==> config.mk <==
export PLATFORM = sky130hd
export DESIGN_NAME = inv_reg_pipe
export DESIGN_NICKNAME = d
export VERILOG_FILES = /design/src/rtl/inv_reg_pipe.sv
export SDC_FILE = /design/constraint.sdc
export NUM_CORES = 1
export LEC_CHECK = 0
export ABC_AREA = 1
export BUFFER_PORTS_ARGS = -buffer_cell sky130_fd_sc_hd__buf_2
export CORE_MARGIN = 1
export CORE_UTILIZATION = 45
export DETAILED_ROUTE_END_ITERATION = 12
export GPL_TIMING_DRIVEN = 1
export PLACE_DENSITY = 0.72
export REMOVE_ABC_BUFFERS = 1
export SLEW_MARGIN = 30
export SYNTH_ARGS = -nofsm -noshare
export SYNTH_HDL_FRONTEND = slang
export SYNTH_SLANG_ARGS = --single-unit
==> constraint.sdc <==
create_clock -name clock -period 1.7 [get_ports clock]
set_input_delay 0.255 -clock clock [delete_from_list [all_inputs] [get_ports clock]]
set_output_delay 0.255 -clock clock [all_outputs]
set_load 0.03 [all_outputs]
==> src/rtl/inv_reg_pipe.sv <==
// Register pipeline that captures d_in XOR INV_MASK once warm-up completes.
// It counts valid output value changes with a saturating counter.
module inv_reg_pipe #(
    parameter int               WIDTH    = 8,
    parameter int               DEPTH    = 2,
    parameter logic [WIDTH-1:0] INV_MASK = {WIDTH{1'b1}}
) (
    input  logic             clock,
    input  logic             rst,
    input  logic [WIDTH-1:0] d_in,
    input  logic             in_valid,
    input  logic             stall,
    output logic [WIDTH-1:0] d_out,
    output logic             out_valid,
    output logic             rdy,
    output logic [15:0]      toggle_cnt
);
    localparam int CW = $clog2(DEPTH + 1);

    typedef enum logic [1:0] {ST_RESET, ST_WARMUP, ST_READY} state_t;

    state_t                      state_reg;
    state_t                      state_next;
    logic [CW-1:0]               warm_reg;
    logic [CW:0]                 warm_inc;
    logic                        ready;

    logic [DEPTH-1:0][WIDTH-1:0] data_reg;
    logic [DEPTH-1:0]            valid_reg;
    logic [DEPTH-1:0][WIDTH-1:0] data_next;
    logic [DEPTH-1:0]            valid_next;
    logic [15:0]                 toggle_reg;

    assign warm_inc = {1'b0, warm_reg} + (CW+1)'(1);

    always_ff @(posedge clock) begin
        if (rst) begin
            state_reg <= ST_RESET;
            warm_reg  <= '0;
        end else begin
            state_reg <= state_next;
            if (warm_reg != CW'(DEPTH))
                warm_reg <= warm_inc[CW-1:0];
        end
    end

    always_comb begin
        state_next = state_reg;
        case (state_reg)
            ST_RESET, ST_WARMUP:
                state_next = (warm_inc >= (CW+1)'(DEPTH)) ? ST_READY : ST_WARMUP;
            ST_READY:
                state_next = ST_READY;
            default:
                state_next = ST_RESET;
        endcase
    end

    always_comb begin
        ready = (state_reg == ST_READY);
        rdy   = ready;
    end

    // Bubbles carry zero data so nothing stale ever leaks to d_out.
    generate
        for (genvar gi = 0; gi < DEPTH; gi++) begin : g_stage_in
            if (gi == 0) begin : g_head
                assign valid_next[gi] = ready & in_valid;
                assign data_next[gi]  = (ready & in_valid) ? (d_in ^ INV_MASK) : '0;
            end else begin : g_body
                assign valid_next[gi] = valid_reg[gi-1];
                assign data_next[gi]  = data_reg[gi-1];
            end
        end
    endgenerate

    always_ff @(posedge clock) begin
        if (rst) begin
            data_reg   <= '0;
            valid_reg  <= '0;
            toggle_reg <= '0;
        end else if (!stall) begin
            data_reg  <= data_next;
            valid_reg <= valid_next;
            if (valid_next[DEPTH-1] && data_next[DEPTH-1] != data_reg[DEPTH-1]
                    && toggle_reg != 16'hFFFF)
                toggle_reg <= toggle_reg + 16'd1;
        end
    end

    assign d_out      = data_reg[DEPTH-1];
    assign out_valid  = valid_reg[DEPTH-1];
    assign toggle_cnt = toggle_reg;

endmodule

==> Word-level counts from Yosys, hierarchy flattened <==
Cells that the tools add are included.
{ "word_totals": {"out_inout_bits": 26, "in_bits": 12, "elab_cells": 25, "reg_bits": 38} }
{ "op_classes": {"add_sub_neg": 2, "eq_ne": 5, "bitwise_logic": 3, "reduce_logical": 5, "mux": 3, "magnitude_cmp": 1} }
{ "op_table": {"columns": ["operator", "n"], "rows": [
  ["$add A16 B1 Y16 const B", 1],
  ["$ne A16 B16 Y1 const B", 1],
  ["$mux W8", 1],
  ["$ne A8 B8 Y1", 1],
  ["$not A8 Y8", 1],
  ["$pmux W2 S2", 1],
  ["$add A2 B1 Y3 const B", 1],
  ["$ge A3 B2 Y1 const B", 1],
  ["$eq A2 B1 Y1 const B", 1],
  ["$eq A2 B2 Y1 const B", 1],
  ["$logic_and A1 B1 Y1", 2],
  ["$logic_not A2 Y1", 1],
  ["$mux W2", 1],
  ["$ne A2 B2 Y1 const B", 1],
  ["$reduce_and A2 Y1", 1],
  ["$reduce_or A2 Y1", 1],
  ["$and A1 B1 Y1", 1],
  ["$not A1 Y1", 1]
]} }

==> Logic depth before layout (Yosys ltp) <==
Gate-level depths: netlist (run 1).
{ "depth": {"word_depth": 4, "mapped_depth": 11, "ltp_nobuf": 10} }

==> Worst setup path before layout (run 1) <==
No wires, ideal clock.
{ "synth_timing": {"path_kind": "register -> register", "from": "register toggle_reg[0], in the netlist toggle_cnt[0]", "to": "register toggle_reg[13], in the netlist toggle_cnt[13]", "path_slack_ps": -126, "arrival_time_ps": 1756, "setup_time_ps": 70, "period_less_slack_ps": 1826, "stages_incl_launch_ff": 9, "path_cell_list": "dfxtp_1 ha_1 nand3_2 nor2_4 nand4_4 nand3_2 buf_8 nand2_2 a21oi_2"} }
{ "synth_between": {"elab_chain_cells": 3, "word_cells_on_any_way": 4, "cone_classes": "add/sub (1); eq/ne (1); reduce/logical (2)"} }
{ "synth_lines": {"columns": ["item", "line", "text"], "rows": [
  ["from (decl)", "32", "logic [15:0] toggle_reg;"],
  ["from (signal assigned)", "87", "toggle_reg <= toggle_reg + 16'd1;"],
  ["parallel branches: the longest is 3 deep, another holds $add A16 B1 Y16", null, null]
]} }
Several ways; the timed one is not identified.
A chain may end at the register's enable or synchronous reset.

==> Worst setup path in the final report (run 1) <==
{ "layout_timing": {"from": "register toggle_reg[0], in the netlist toggle_cnt[0]", "to": "register toggle_reg[5], in the netlist toggle_cnt[5]"} }
The elaborated chain is that of the path after synthesis.

==> results of run 1 <==
==> cell type report <==
class                           instances  area (um^2)  area share
Multi-Input combinational cell        214         1100       0.435
Timing Repair Buffer                   53          305       0.120
Sequential cell                        38          761       0.300
Clock buffer                            6         82.6      0.0325
Clock inverter                          2         60.1      0.0236
Inverter                               43          161      0.0635
Tap cell                               52         65.1      0.0256
==> synthesized netlist by cell type, drive strengths merged <==
master	number
and2	1
xnor2	5
nand4	10
o21ai	10
dfxtp	38
buf	3
ha	3
o22ai	8
a21oi	29
xor2	5
clkbuf	4
inv	43
nand3b	2
nor3	2
nor2	31
nand3	21
nand2	87
==> cell families after synthesis <==
family                     count (synthesis)
AOI/OAI and AO/OA                         47
xor gates and xnor gates                  10
adders and majority gates                  3
buffers and inverters                     50
DFF                                       38
and+or+nand+nor                          154
==> final timing paths <==
kind / slack, ps / end
worst max-delay path: 130 / toggle_cnt[5]
worst min-delay path: 220 / data_next[9]
worst max register to register: 130 / toggle_cnt[5]
worst min register to register: 420 / state_reg[0]
==> power by group <==
part,switching (mW),internal (mW),total (mW)
sequential,0.0296,0.946,0.976
clock,0.329,0.626,0.955
combinational,0.227,0.117,0.344
total,0.586,1.69,2.28
==> layer usage <==
layer | up-vias | GRT usage | routed length [um]
met4 | 0 | 0.0635 | 50
li1 | 1075 | - | -
met2 | 53 | 0.343 | 2250
met3 | 5 | 0.0392 | 243
met1 | 931 | 0.292 | 2310
met5 | - | 0 | 0
==> worst reg2reg max path, cell delays in order (launching register included) <==
cell and delay [ps]:
dfxtp_1 340, ha_1 210, nand3_2 150, nor2_4 190, nand4_4 140, buf_4 230, nand4_1 140, a21oi_2 60
==> metrics by stage <==
step / utilization / TNS [ps]
global placement: 0.545 / 0
CTS: 0.577 / 0
detailed placement: 0.545 / 0
global route: 0.579 / 0
floorplan: - / -3010
finish: 0.579 / 0
==> impl_metrics.toml, run 1 <==
[place]
place_area_um2 = 2390
hpwl_um = 3460
dp_slack_ps = 96.2
dp_cells = 400
place_congestion = 0.858
numPortBuffers = 37

[cells_and_area]
fin_cells = 408
final_common_cell = "nand2_1"
num_antenna_cells = 0
largest_register_ffs = 16
design_area_um2 = 2540
final_cell_mix = "84 x nand2_1, 42 x inv_1, 38 x dfxtp_1"
n_fill_cell = 435
drive_above_1_share = 0.228
area_delta_synth_final_pct = 23.6
final_nets = 370

[detailed_routing]
wl_per_cell_um = 11.9
drcViolationCount = 0
drt_iter0_drc = 117
drt_first_pass_iters = 4
viasPerCell = 5.06
finalWirelength_um = 4850
vias = 2064
ant_nets = 0

[sta]
hold_viol = 0
slew_headroom = 0.716
slew_viol_final = 0
layout_setup_ws_ps = 132
fin_crit_sh = 0.923
clock_skew_ps = 7.99
holdWs_ps = 219
post-route-min-period_ps = 1570
worst_pin_slew_ps = 426
grt_setup_unrepaired = "no"
fmax_mhz = 638
final-setup-viol-count = 0

[setup_path]
r2r_cells = 7
worst-path-buf-inv = 1
critPathSlowestCell = "dfxtp_1"
crit_family = "simple AND/OR/NAND/NOR gates"
cp_slowest_stage_delay_ps = 340
criticalPathCategory = "reg -> reg"
worstPathMaxFanout = 16
cp-startpoint = "toggle_cnt[0]"
r2r-start = "toggle_cnt[0]"
critical_path.endpoint_type = "flip-flop"
cp.required_ps = 1870
cp.depth = 7
start_kind = "flip-flop"
cp_data_arrival_time_ps = 1740
path_cells = "ha_1, nand3_2, nor2_4, nand4_4, buf_4, nand4_1, a21oi_2"

[synth]
synth_cell_types = 26
synthMuxAreaShare = 0
synth_top_cell_by_area = "dfxtp_1"
syn_area_um2 = 2060
yosys_warnings = 0
synth_cells = 302
synth-seq-area-share = 0.370
synth_compound_area_frac = 0.138
synth-simple-area-share = 0.334
synth_xor_area_frac = 0.0426
synth_top_area_share = 0.370
synth_top_family_by_area = "simple AND/OR/NAND/NOR gates"
postSynthAreaPerCell_um2 = 6.81
synth_fa_ha_area_frac = 0.0183
synth_area_leaders = "dfxtp_1 37%, nand2_1 15%, inv_1 7.7%"
synth_seq_cells = 38

[clock_tree]
clk_path_buf_depth = 2
cts_resized = 0
ctsHoldBuffers = 0
cts.sinks = 38
root_buffer = "clkbuf_8"
cts_tree = "done"
htree_levels = 2
clk_pin_slew_ps = 80
clk_latency_ps = 290
cts_made_buffers = 5
post-cts-setup-buffers = 0

[worst_hold_path]
hold_class = "in -> reg"
hold_start = "d_in[1]"
hold-path-cell-count = 4

[run]
cap_violations = 0

[floorplan]
core_um2 = 4380
ios = 38
num_rows = 24
dieWidth_um = 69.6
die_area_um2 = 4840
fp.dieH_um = 69.6
start_util = 0.469

[pwr]
powerDensity_nw_per_um2 = 896
ir_worst_vdd_uv = 578
p_leak_nw = 1.13
p_total_mw = 2.28

[grt]
grt_first_pass_wirelength_um = 8390
grt-ovfl-total = 0
antenna_found_initial = 0
grt.total_usage = 0.214
grt_pass1_vias = 1840
grt_max_degree = 19

[status]
status = "completed"
Power figures use the tool's default switching activity.
==> inputs of run 2 (changes only) <==
--- a/config.mk
+++ b/config.mk
@@ -5,13 +5,12 @@
 export SDC_FILE = /design/constraint.sdc
 export NUM_CORES = 1
 export LEC_CHECK = 0
-export ABC_AREA = 1
 export BUFFER_PORTS_ARGS = -buffer_cell sky130_fd_sc_hd__buf_2
 export CORE_MARGIN = 1
 export CORE_UTILIZATION = 45
 export DETAILED_ROUTE_END_ITERATION = 12
 export GPL_TIMING_DRIVEN = 1
-export PLACE_DENSITY = 0.72
+export PLACE_DENSITY = 0.73
 export REMOVE_ABC_BUFFERS = 1
 export SLEW_MARGIN = 30
 export SYNTH_ARGS = -nofsm -noshare
==> run 2 against run 1 <==
Net effect: synthesized cell count is 37% lower; combinational power is 24% lower; via count is 29% lower; hold slack better by 35 ps; sequential share of layout area is 3.9 points higher; register-to-register slack worse by 80 ps; global-route usage is 1.6 points lower.
==> impl_metrics.toml, run 2 <==
[sta]
slew_viol_final = 0
setup_tns_ps = 0
worst_pin_slew_ps = 373
post-route-min-period_ps = 1650
grt_setup_unrepaired = "yes"
fmax_mhz = 608
slew_headroom = 0.751
clock_skew_ps = 7.26
hold_viol = 0
final-setup-viol-count = 0
fin_crit_sh = 0.968

[floorplan]
start_util = 0.473
num_rows = 22
core_um2 = 3690
fp.dieH_um = 64.3
ios = 38
dieWidth_um = 64.3
die_area_um2 = 4130

[cells_and_area]
area_delta_synth_final_pct = 30.7
multi_input_area_um2 = 933
num_antenna_cells = 0
design_area_um2 = 2280
register_area_um2 = 772
fin_cells = 298
fin_util = 0.618
final_cell_mix = "41 x nor2_1, 37 x buf_2, 29 x dfxtp_1"
largest_register_ffs = 16
final_common_cell = "nor2_1"
final_nets = 265
n_fill_cell = 326
drive_above_1_share = 0.400

[place]
dp_cells = 288
numPortBuffers = 37
hpwl_um = 2430
place_congestion = 0.790
place_area_um2 = 2110

[synth]
synth_cell_types = 35
synth_commonest_cells = "42 x nor2_1, 38 x dfxtp_1, 19 x xnor2_1, 13 x a21oi_1, 9 x mux2i_1"
synth_edf_count = 0
synthArstFlopShare = 0
synth_most_common_cell = "nor2_1"
synthFlopType = "dfxtp_1"
syn_area_um2 = 1750
synth_top_area_share = 0.436
synth_cells = 189
synth_top_cell_by_area = "dfxtp_1"
yosys_warnings = 0
synth-seq-area-share = 0.436
postSynthAreaPerCell_um2 = 9.24
synth_seq_cells = 38
synth_area_leaders = "dfxtp_1 44%, xnor2_1 9.5%, nor2_1 9.0%"

[detailed_routing]
finalWirelength_um = 3540
vias = 1463
ant_nets = 0
wl_per_cell_um = 11.9
drt_iter0_drc = 59
viasPerCell = 4.91
drt_first_pass_iters = 4
drcViolationCount = 0

[pwr]
ir_worst_vdd_uv = 737
p_leak_nw = 1.01
powerDensity_nw_per_um2 = 888
p_total_mw = 2.03

[clock_tree]
cts_tree = "done"
cts.sinks = 38
clk_latency_ps = 290
clk_pin_slew_ps = 70
clk_path_buf_depth = 2
cts_made_buffers = 5
htree_levels = 2
root_buffer = "clkbuf_8"
ctsHoldBuffers = 0

[grt]
grt_pass1_vias = 1453
antenna_found_initial = 0
grt-ovfl-total = 0
grt_first_pass_wirelength_um = 6360
grt.total_usage = 0.198
grt_max_degree = 21

[setup_path]
worstPathMaxFanout = 3
cp_data_arrival_time_ps = 1830
start_kind = "flip-flop"
cp.required_ps = 1880
criticalPathCategory = "reg -> reg"
critical_path.endpoint_type = "flip-flop"

[worst_hold_path]
hold_class = "in -> reg"

[run]
cap_violations = 0

[status]
status = "completed"
run 2: power by group:
part           internal (mW)  total, mW  switching (mW)
Clock                  0.469      0.781           0.312
Sequential             0.946      0.984          0.0371
Combinational          0.113      0.260           0.147
Total                   1.53       2.03           0.497
run 2: final timing paths:
kind,from,endpoint,slack (ps),cells after the start
worst max-delay path,toggle_cnt[0],toggle_cnt[7],50,7
worst min-delay path,d_in[2],data_next[10],250,4
worst max register to register,toggle_cnt[0],toggle_cnt[7],50,7
worst min register to register,valid_reg[0],valid_reg[0],460,2
run 2: final cells by class:
type                       count  area share
clock buffer                   6      0.0362
clock inverter                 1      0.0132
inverter                       6     0.00987
multi-input combinational    136       0.409
sequential                    38       0.338
tap                           48      0.0263
timing repair buffer          63       0.167
run 2: cells by family after synthesis:
logic type,count (synthesis),share of synthesized area
mux,9,0.0516
flops,38,0.436
compound gates,20,0.0659
fa+ha+maj,3,0.0215
xor+xnor,21,0.105
simple gates,83,0.274
buf+inv,15,0.0459
run 2: worst max-delay path, cell delays in order, from the launching register on:
cell     delay, ps
dfxtp_2        330
ha_2           180
and2_4         170
nand2_4         70
nor4_4          40
or4_4          530
xnor2_2        170
nor2_1          60
run 2: repair_timing:
action	CTS	global route
gates resized for setup	0	16
buffers inserted	0	3
setup endpoints to repair	0	7
run 2: through the flow:
stage	setup WS (ps)	hold WS, ps
floorplan	-554	317
global placement	86.3	433
detailed placement	61.5	445
CTS	28.4	255
global route	-37.2	258
finish	54.3	254
run 2: per-layer routing:
metal  routed length, um  GRT usage  part of all wire  vias up
met4                  35     0.0722            0.0099        0
met5                   0          0                 0        -
met2                1620      0.325              0.46       24
li1                    -          -                 -      753
met1                1750      0.241              0.49      681
met3                 136     0.0625             0.038        5
==> inputs of run 3 (changes only) <==
--- a/config.mk
+++ b/config.mk
@@ -10,8 +10,10 @@
 export CORE_UTILIZATION = 45
 export DETAILED_ROUTE_END_ITERATION = 12
 export GPL_TIMING_DRIVEN = 1
-export PLACE_DENSITY = 0.73
+export PLACE_DENSITY_LB_ADDON = 0.3
+export RECOVER_POWER = 50
 export REMOVE_ABC_BUFFERS = 1
+export SKIP_LAST_GASP = 1
 export SLEW_MARGIN = 30
 export SYNTH_ARGS = -nofsm -noshare
 export SYNTH_HDL_FRONTEND = slang
==> run 3 against run 2 <==
Net effect: maximum frequency up 0.56%; highest routed layer unchanged; critical endpoint is now toggle_cnt[2]; largest power group unchanged; largest cell class unchanged; hold slack better by 6.3 ps; core utilization down 1.7 points; count of clock-buffer cells in the layout up 1; design area down 2.7%.
==> impl_metrics.toml, run 3 (synthesized netlist as in run 2, its figures left out) <==
[sta]
final-setup-viol-count = 0
fmax_mhz = 611
slew_headroom = 0.734
fin_crit_sh = 0.963
layout_setup_ws_ps = 63.4
slew_viol_final = 0
clock_skew_ps = 6.60
worst_pin_slew_ps = 398
post-route-min-period_ps = 1640
hold_viol = 0

[setup_path]
criticalPathCategory = "reg -> reg"
cp_slowest_stage_delay_ps = 330
path_cells = "ha_2, and2_4, nand2_2, nor4_4, buf_4, buf_6, nor3b_2, xnor2_1, nor2_1"
cp_data_arrival_time_ps = 1810
critical_path.endpoint_type = "flip-flop"
critPathSlowestCell = "dfxtp_2"
start_kind = "flip-flop"
worstPathMaxFanout = 5
cp.required_ps = 1870

[floorplan]
dieWidth_um = 64.3
core_um2 = 3690
die_area_um2 = 4130
start_util = 0.473
num_rows = 22
ios = 38
fp.dieH_um = 64.3

[place]
dp_cells = 291
numPortBuffers = 37
place_area_um2 = 2130
hpwl_um = 2630
place_congestion = 0.750
dp_slack_ps = 54.2

[clock_tree]
ctsHoldBuffers = 0
clk_latency_ps = 290
cts_made_buffers = 5
cts.sinks = 38
clk_pin_slew_ps = 70
root_buffer = "clkbuf_8"
clk_path_buf_depth = 2
post-cts-setup-buffers = 0
htree_levels = 2
cts_tree = "done"

[cells_and_area]
design_area_um2 = 2220
area_delta_synth_final_pct = 27.1
n_fill_cell = 350
final_cell_mix = "42 x nor2_1, 31 x dfxtp_1, 24 x buf_4"
fin_util = 0.601
drive_above_1_share = 0.303
num_antenna_cells = 0
fin_cells = 299
final_nets = 265
largest_register_ffs = 16
final_common_cell = "nor2_1"

[detailed_routing]
drcViolationCount = 0
vias = 1470
finalWirelength_um = 3540
viasPerCell = 4.92
drt_iter0_drc = 88
drt_first_pass_iters = 4
ant_nets = 0
wl_per_cell_um = 11.8
route.met2.wl_um = 1740
wl_met3_um = 181
wl_met1_um = 1600
top_layer = "met4"

[grt]
grt_max_degree = 21
grt-ovfl-total = 0
grt_first_pass_wirelength_um = 6110
grt.total_usage = 0.192
grt_pass1_vias = 1452
antenna_found_initial = 0

[run]
cap_violations = 0

[status]
status = "completed"

[worst_hold_path]
hold_class = "in -> reg"

[pwr]
p_leak_nw = 0.904
powerDensity_nw_per_um2 = 840
p_total_mw = 1.86
ir_worst_vdd_uv = 725
-- run 3: cell types whose count changed in the layout (fill, tap and decap cells not counted), moves of 2 or more --
cell,previous run,this run
buf_2,37,19
buf_4,26,24
buf_6,0,2
clkbuf_1,0,19
dfxtp_1,29,31
dfxtp_2,9,7
-- run 3: routing by layer --
metal | vias up | global-route usage
met4 | 0 | 0.0583
li1 | 753 | -
met1 | 688 | 0.219
met2 | 27 | 0.337
met3 | 2 | 0.0607
met5 | - | 0
-- run 3: what timing repair did --
action,in CTS,in global routing
hold endpoints to repair,0,0
gates resized for setup,0,11
setup endpoints to repair,0,8
-- run 3: path summary, 6_finish.rpt --
path / from / endpoint / slack, ps / depth (start not counted)
setup / recovery: toggle_cnt[0] / toggle_cnt[2] / 60 / 9
hold / removal: d_in[6] / data_next[14] / 260 / 4
setup reg to reg: toggle_cnt[0] / toggle_cnt[2] / 60 / 9
hold reg to reg: state_reg[0] / state_reg[1] / 460 / 1
-- run 3: final cells by class --
cell class	instances	area [um^2]	area share
inverters	6	22.5	0.0102
repair buffers	63	365	0.165
clock inverters	1	5.00	0.00226
well taps	48	60.1	0.0271
clock buffers	7	86.3	0.0389
flip-flops and latches	38	769	0.347
multi-input cells	136	910	0.410
-- run 3: power breakdown --
group	total, mW	internal, mW	switching [mW]
combinational	0.258	0.113	0.146
clock	0.623	0.327	0.296
sequential	0.982	0.946	0.0362
-- run 3: per-stage QoR --
step | setup TNS (ps) | hold WS (ps)
after floorplan | -6980 | 317
after global routing | -31.5 | 281
after global placement | 0 | 430
after detailed placement | 0 | 446
final | 0 | 260
after CTS | 0 | 263
-- run 3: worst max-delay path: cells and delay by family, from the launching register on --
family / cells / cell delay [ps]
xor+xnor: 1 / 160
fa+ha+maj: 1 / 170
buf+inv: 2 / 300
flops: 1 / 330
simple gates: 5 / 560
